$ cat src/rtl/auction_pkg.sv
// Shared types for the auction pipeline: bid width, slot count, bid type and
// the collector FSM states. The argmax stage imports this package as well.
package auction_pkg;

  localparam int bW      = 17;
  localparam int NB      = 10;
  localparam int TIMER_W = 8;
  localparam int RID_W   = 8;

  typedef logic [bW-1:0] bid_t;

  typedef enum logic [1:0] {
    IDLE    = 2'd0,
    COLLECT = 2'd1,
    PRESENT = 2'd2
  } state_e;

  // Window closes on its last timer cycle or once every slot holds a bid.
  function automatic logic window_closes(input logic [TIMER_W-1:0] timer,
                                         input logic [TIMER_W-1:0] last,
                                         input logic               all_in);
    return (timer == last) || all_in;
  endfunction

endpackage

$ cat src/rtl/bid_slot.sv
// One bidder slot: captures the first offered bid of a round and raises its
// mask bit; ready is decoded from the enable and the registered mask only.
module bid_slot #(
  parameter int W = 17
) (
  input  logic         clk,
  input  logic         rst,
  input  logic         clear_i,
  input  logic         enable_i,
  input  logic         valid_i,
  input  logic [W-1:0] data_i,
  output logic         ready_o,
  output logic         accept_o,
  output logic [W-1:0] bid_o,
  output logic         mask_o
);

  logic [W-1:0] bid_q, bid_d;
  logic         mask_q, mask_d;

  assign ready_o  = enable_i & ~mask_q;
  assign accept_o = valid_i & ready_o;

  always_comb begin
    bid_d  = bid_q;
    mask_d = mask_q;
    if (clear_i) begin
      bid_d  = '0;
      mask_d = 1'b0;
    end else if (accept_o) begin
      bid_d  = data_i;
      mask_d = 1'b1;
    end
  end

  // NOTE: the capture register is reset, not just the mask, because
  // downstream reads bids[i]=0 for slots that never submitted.
  always_ff @(posedge clk) begin
    if (rst) begin
      bid_q  <= '0;
      mask_q <= 1'b0;
    end else begin
      bid_q  <= bid_d;
      mask_q <= mask_d;
    end
  end

  assign bid_o  = bid_q;
  assign mask_o = mask_q;

endmodule

$ cat src/rtl/bid_collect10.sv
// Bid collector: opens a round on start, gathers one bid per slot for a
// bounded window, then presents the bid vector until downstream accepts it.
module bid_collect10 #(
  parameter int bW  = auction_pkg::bW,
  parameter int NB  = auction_pkg::NB,
  parameter int TMO = 64
) (
  input  logic          clk,
  input  logic          rst,
  input  logic          start,
  input  logic [NB-1:0] bid_valid,
  input  logic [bW-1:0] bid_data [NB-1:0],
  output logic [NB-1:0] bid_ready,
  output logic [bW-1:0] bids     [NB-1:0],
  output logic [NB-1:0] bid_mask,
  output logic          out_valid,
  input  logic          out_ready,
  output logic [7:0]    round_id
);

  import auction_pkg::*;

  localparam logic [TIMER_W-1:0] TMO_LAST = TIMER_W'(TMO - 1);

  state_e             state_q, state_d;
  logic [TIMER_W-1:0] timer_q, timer_d;
  logic [RID_W-1:0]   round_id_q, round_id_d;

  logic          collect;
  logic          clear;
  logic [NB-1:0] accept;
  logic [NB-1:0] mask_after;
  logic          window_end;

  assign collect = (state_q == COLLECT);
  assign clear   = (state_q == IDLE) && start;

  for (genvar i = 0; i < NB; i++) begin : g_slot
    bid_slot #(
      .W(bW)
    ) u_slot (
      .clk      (clk),
      .rst      (rst),
      .clear_i  (clear),
      .enable_i (collect),
      .valid_i  (bid_valid[i]),
      .data_i   (bid_data[i]),
      .ready_o  (bid_ready[i]),
      .accept_o (accept[i]),
      .bid_o    (bids[i]),
      .mask_o   (bid_mask[i])
    );
  end

  // Mask as it will be after this cycle, so closing-cycle bids count.
  assign mask_after = bid_mask | accept;
  assign window_end = window_closes(timer_q, TMO_LAST, &mask_after);

  // NOTE: every variable gets its hold value first, so no branch can leave
  // one unassigned and infer a latch.
  always_comb begin
    state_d    = state_q;
    timer_d    = timer_q;
    round_id_d = round_id_q;
    unique case (state_q)
      IDLE: begin
        if (start) begin
          state_d = COLLECT;
          timer_d = '0;
        end
      end
      COLLECT: begin
        timer_d = timer_q + 1'b1;
        if (window_end) begin
          state_d = (|mask_after) ? PRESENT : IDLE;
        end
      end
      PRESENT: begin
        if (out_ready) begin
          state_d    = IDLE;
          round_id_d = round_id_q + 1'b1;
        end
      end
      default: state_d = IDLE;
    endcase
  end

  // NOTE: state registers use non-blocking assignment so every flop samples
  // the pre-edge values of the others.
  always_ff @(posedge clk) begin
    if (rst) begin
      state_q    <= IDLE;
      timer_q    <= '0;
      round_id_q <= '0;
    end else begin
      state_q    <= state_d;
      timer_q    <= timer_d;
      round_id_q <= round_id_d;
    end
  end

  assign out_valid = (state_q == PRESENT);
  assign round_id  = round_id_q;

endmodule

$ cat config.mk
export PLATFORM = sky130hd
export DESIGN_NAME = bid_collect10
export DESIGN_NICKNAME = d
export VERILOG_FILES = /design/src/rtl/auction_pkg.sv /design/src/rtl/bid_slot.sv /design/src/rtl/bid_collect10.sv
export SDC_FILE = /design/constraint.sdc
export NUM_CORES = 1
export LEC_CHECK = 0
export ABC_AREA = 0
export BUFFER_PORTS_ARGS = -buffer_cell sky130_fd_sc_hd__buf_4
export CAP_MARGIN = 20
export CELL_PAD_IN_SITES_DETAIL_PLACEMENT = 2
export CELL_PAD_IN_SITES_GLOBAL_PLACEMENT = 2
export CORE_UTILIZATION = 33
export CTS_BUF_LIST = sky130_fd_sc_hd__clkbuf_4 sky130_fd_sc_hd__clkbuf_8 sky130_fd_sc_hd__clkbuf_16
export DETAILED_ROUTE_END_ITERATION = 10
export PLACE_DENSITY_LB_ADDON = 0.1
export SLEW_MARGIN = 20
export SYNTH_ARGS = -nofsm -noshare
export SYNTH_HDL_FRONTEND = slang
export SYNTH_HIERARCHICAL = 1
export SYNTH_SLANG_ARGS = --single-unit
$ cat constraint.sdc
create_clock -name clk -period 6.3 [get_ports clk]
set_input_delay 0.63 -clock clk [delete_from_list [all_inputs] [get_ports clk]]
set_output_delay 0.63 -clock clk [all_outputs]
set_load 0.01 [all_outputs]
[After elaboration in Yosys (flattened, before gate mapping)]
Index checks and enable logic that the tools add are counted.
Word-level totals
  latch bits: 0
  flip-flop bits (word level): 198
  memories kept: 0
  memory bits (writable): 0
  bits of input ports: 184
  bits in read-only memories: 0
  word-level logic and storage cells: 79
Cells by class
  shift operators: 0
  add/sub/neg operators: 2
  magnitude comparators: 0
  bitwise operators: 31
  reduce and logical (&&, ||, !) cells: 10
  mux-type cells: 7
  equal/unequal tests: 6
  divide/modulo/power cells: 0
  multiply operators: 0
Operators by type and width (number)
  $and 1x1->1: 20
  $add 8x1->8 const B: 2
  $pmux 8 s2: 1
  $not 1->1: 10
  $or 10x10->10: 1
  $reduce_and 10->1: 1
  $reduce_or 10->1: 1
  $eq 8x6->1 const B: 1
  $mux 2: 4
  $mux 8: 1
  $pmux 2 s3: 1
  $ne 2x2->1 const B: 2
  $reduce_and 2->1: 2
  $reduce_and 3->1: 1
  $eq 2x1->1 const B: 1
  $eq 2x2->1 const B: 1
  $logic_not 2->1: 1
  $ne 2x1->1 const B: 1
  $reduce_bool 2->1: 1
  $reduce_or 2->1: 1
  $logic_and 1x1->1: 1
  $logic_or 1x1->1: 1

[Depth between registers and ports, before layout]
  depth after elaboration: 8
  depth in mapped cells: 9
  gate-level depth less buffers: 7

[Cells and area by module]
Netlist, hierarchy kept.
By module, submodules not included
  bid_slot: cells an instance 83, area an instance 937.1 um^2, seq. area each 360.3 um^2, instances 10
  bid_collect10: cells an instance 117, area an instance 973.4 um^2, seq. area each 360.3 um^2, instances 1

[Worst setup path before layout]
OpenSTA, ideal clock, no wires.
  path type: reg-to-reg
  start point: register state_q[1]
  end point: register state_q[0]
  path buffers: 2
  data required time: 6.166 ns
  clock period less this slack: 2.195 ns
  setup slack: 4.105 ns
  arrival: 2.061 ns
  stages on the path, launching flop included: 10
  library setup time: 0.134 ns
  cell sequence: dfxtp_1 > nand2b_4 > inv_2 > and3b_1 > buf_6 > buf_12 > o22ai_1 > or3_1 > o31ai_2 > a211oi_1
On the way
  word-level cells in the longest chain between the ends: 8
Ends and longest elaborated chain
  from (decl): line bid_collect10.sv:25  | state_e state_q, state_d;
  from (signal assigned): line bid_collect10.sv:96  | state_q <= state_d;
  $eq 2x1->1: line bid_collect10.sv:35  | assign collect = (state_q == COLLECT);
  via collect: line bid_collect10.sv:29  | logic collect;
  $and 1x1->1: line bid_slot.sv:21  | assign ready_o = enable_i & ~mask_q;
  $and 1x1->1: line bid_slot.sv:22  | assign accept_o = valid_i & ready_o;
  via accept[2]: line bid_collect10.sv:31  | logic [NB-1:0] accept;
  $or 10x10->10: line bid_collect10.sv:56  | assign mask_after = bid_mask | accept;
  $reduce_and 10->1: line bid_collect10.sv:57  | assign window_end = window_closes(timer_q, TMO_LAST, &mask_after);
  $logic_or 1x1->1: line auction_pkg.sv:22  | return (timer == last) || all_in;
  $ne 2x2->1 (no source line)
  $reduce_and 3->1 (no source line)
The timed path passes the listed nets, and every way through them passes these cells.
A chain may end at the register's enable or synchronous reset.

[Final worst setup path]
  start point: register state_q[0]
  end point: register state_q[0]
The elaborated chain is that of the path after synthesis.

==> impl_metrics.env <==
export IMPL_p_total_mw=3.341
export IMPL_critPathKind="register to register"
export IMPL_slew_viol_final=0
export IMPL_cts_resized=0
export IMPL_grt_max_degree=236
export IMPL_die_x_um=179.1
export IMPL_worst_pin_slew_ns=1.191
export IMPL_ys_top_cells_by_area="dfxtp_1 (38%), nor3b_1 (25%), mux2_4 (13%)"
export IMPL_cellLeakagePower_nw=5.652
export IMPL_drtIter0Drc=359
export IMPL_cap_viol_max_count=0
export IMPL_setup_tns_ns=0
export IMPL_ys_ff_latch=198
export IMPL_final_nets=1441
export IMPL_start_kind="register"
export IMPL_postCtsSetupBuffers=0
export IMPL_slew_headroom=0.2061
export IMPL_ys_top_cells_by_count="nor3b_1 (341), dfxtp_1 (198), mux2_4 (90), mux2_2 (80), buf_2 (61)"
export IMPL_clk_latency_ns=0.44
export IMPL_drtAntennaViolNets=0
export IMPL_synth_most_common_cell="nor3b_1"
export IMPL_grt_pass1_wl_um=49250
export IMPL_ys_flop_type="dfxtp_1"
export IMPL_drive_above_1_share=0.4858
export IMPL_fillers=3349
export IMPL_crit_required_ns=6.58
export IMPL_critPathMaxFanout=35
export IMPL_hold_class="input pin to register"
export IMPL_fin_skew_ns=0.008472
export IMPL_clock_sinks=198
export IMPL_cts_tree="yes"
export IMPL_cts_buffers=17
export IMPL_yosys_warnings=6
export IMPL_synth_area_per_cell_um2=10.92
export IMPL_io_buffers=382
export IMPL_ys_seq_area_frac=0.3832
export IMPL_start_util=0.3364
export IMPL_antenna_found_initial=3
export IMPL_gp_congestion=0.7198
export IMPL_clk_path_buf_depth=2
export IMPL_drtPass1Iterations=8
export IMPL_cp_arrival_ns=3.19
export IMPL_ir_drop_mv=0.1735
export IMPL_yosysUniqueCellTypes=43
export IMPL_clk_pin_slew_ns=0.08
export IMPL_synth_edf_count=0
export IMPL_via_per_inst=5.005
export IMPL_cts_max_level=4
export IMPL_violations="DRC"
export IMPL_drc=40
export IMPL_endpoint_kind="register"
export IMPL_rsz0062_at_grt="false"
export IMPL_grt_usage=0.2003
export IMPL_vias=8339
export IMPL_wl_um=33070
export IMPL_yosysTopAreaCell="dfxtp_1"
export IMPL_hold_buffers=0
export IMPL_die_area_mm2=0.03206
export IMPL_areaGrowthSynthToFinish_pct=32.50
export IMPL_wl_per_cell_um=19.85
export IMPL_die_y_um=179.1
export IMPL_register_area_mm2=0.003964
export IMPL_pwr_density_cell_mw_per_mm2=243.7
export IMPL_grt_pass1_vias=8655
export IMPL_outcome="finished, violations left"
export IMPL_ys_async_sr_fraction=0
export IMPL_yosysTopAreaCellShare=0.3832
export IMPL_rows=64
export IMPL_root_buffer="clkbuf_16"
export IMPL_core_area_mm2=0.03075
export IMPL_multiInputGateArea_mm2=0.005663
export IMPL_synthCells=947
export IMPL_syn_nets=1133
export IMPL_ioPinCount=383
export IMPL_fmax_mhz=343.4
export IMPL_dp_hpwl_um=22710
export IMPL_setup_violations=0
export IMPL_period_needed_ns=2.912
export IMPL_netlist_area_mm2=0.01034
export IMPL_final_hold_violation_count=0
export IMPL_overflow=0
export IMPL_finalCritPeriodShare=0.4622
-- critical path: stages, from the launching register on --
cell and delay, ns:
dfxtp_1 0.48, nand2b_4 0.15, inv_2 0.46, and3b_1 0.67
o22ai_1 0.21, or3_1 0.40, o31ai_2 0.28, a211oi_1 0.10
-- state kept, by name, summed over array words and instances, names as in the netlist --
| register | count |
|---|---|
| state_q | 2 |
| timer_q | 8 |
| g_slot.u_slot/bid_o | 170 |
| g_slot.u_slot/mask_o | 10 |
| round_id | 8 |
-- final timing paths --
| check | start | endpoint | slack [ns] | depth (start not counted) |
|---|---|---|---|---|
| min reg2reg | timer_q[6]$_SDFFE_PP0P_ | timer_q[6]$_SDFFE_PP0P_ | 0.51 | 2 |
| max reg2reg | state_q[0]$_SDFFE_PP0P_ | state_q[0]$_SDFFE_PP0P_ | 3.39 | 7 |
| max | state_q[0]$_SDFFE_PP0P_ | state_q[0]$_SDFFE_PP0P_ | 3.39 | 7 |
| min | bid_valid[3] | g_slot[3].u_slot/mask_o$_SDFFE_PP0P_ | 0.48 | 3 |
-- cells by family after synthesis --
kind of cell,count (synthesis),share of synthesized area
AOI/OAI and AO/OA,35,0.02056
xor gates and xnor gates,6,0.005081
adders and majority gates,2,0.002419
buffers and inverters,106,0.06954
DFF,198,0.3832
muxes,171,0.2188
and+or+nand+nor,429,0.3004
-- metrics by stage --
stage	instances	area (µm²)	hold slack [ns]	setup slack (ns)	util
after floorplan	947	10340	0.4603	4.105	-
after global placement	1631	13110	0.4908	3.082	0.4264
after detailed placement	1631	13110	0.4968	3.001	0.4264
after CTS	1663	13690	0.4648	2.979	0.4451
after global routing	1666	13710	0.4811	3.171	0.4458
final	1666	13710	0.4843	3.388	0.4458
-- per-layer routing --
metal	wire (µm)	track usage	vias to the layer above	part of all wire
li1	-	-	4005	-
met1	12690	0.2232	4103	0.38
met2	17050	0.3462	214	0.52
met3	3020	0.08482	15	0.091
met4	302	0.05438	2	0.0091
met5	9	0	-	0.00027
-- power by group --
| group | leakage, nW | switching [mW] | internal, mW | total (mW) |
|---|---|---|---|---|
| registers | 1.60 | 0.0454 | 1.32 | 1.36 |
| logic | 3.78 | 0.468 | 0.404 | 0.872 |
| clock network | 0.269 | 0.515 | 0.591 | 1.11 |
-- final cells by class --
type,instances,share of cell area
multi-input cells,643,0.4131
flip-flops and latches,198,0.2892
repair buffers,393,0.2182
well taps,396,0.03615
clock buffers,18,0.03204
clock inverters,14,0.009859
inverters,2,0.001095
diodes,2,0.0003651
-- cell usage in the layout (no fill, tap or decap), types with 6 or more instances in the layout --
cell type / netlist / layout
a21oi_1: 19 / 19
and2b_2: 11 / 11
and3b_1: 10 / 9
buf_4: 0 / 389
clkbuf_16: 0 / 17
clkinv_2: 0 / 6
clkinvlp_4: 0 / 6
dfxtp_1: 198 / 198
mux2_2: 80 / 80
mux2_4: 90 / 90
nand2_1: 8 / 8
nor2_1: 16 / 16
nor3_1: 12 / 12
nor3b_1: 341 / 341
No activity file was read; power rests on OpenSTA's default activity.
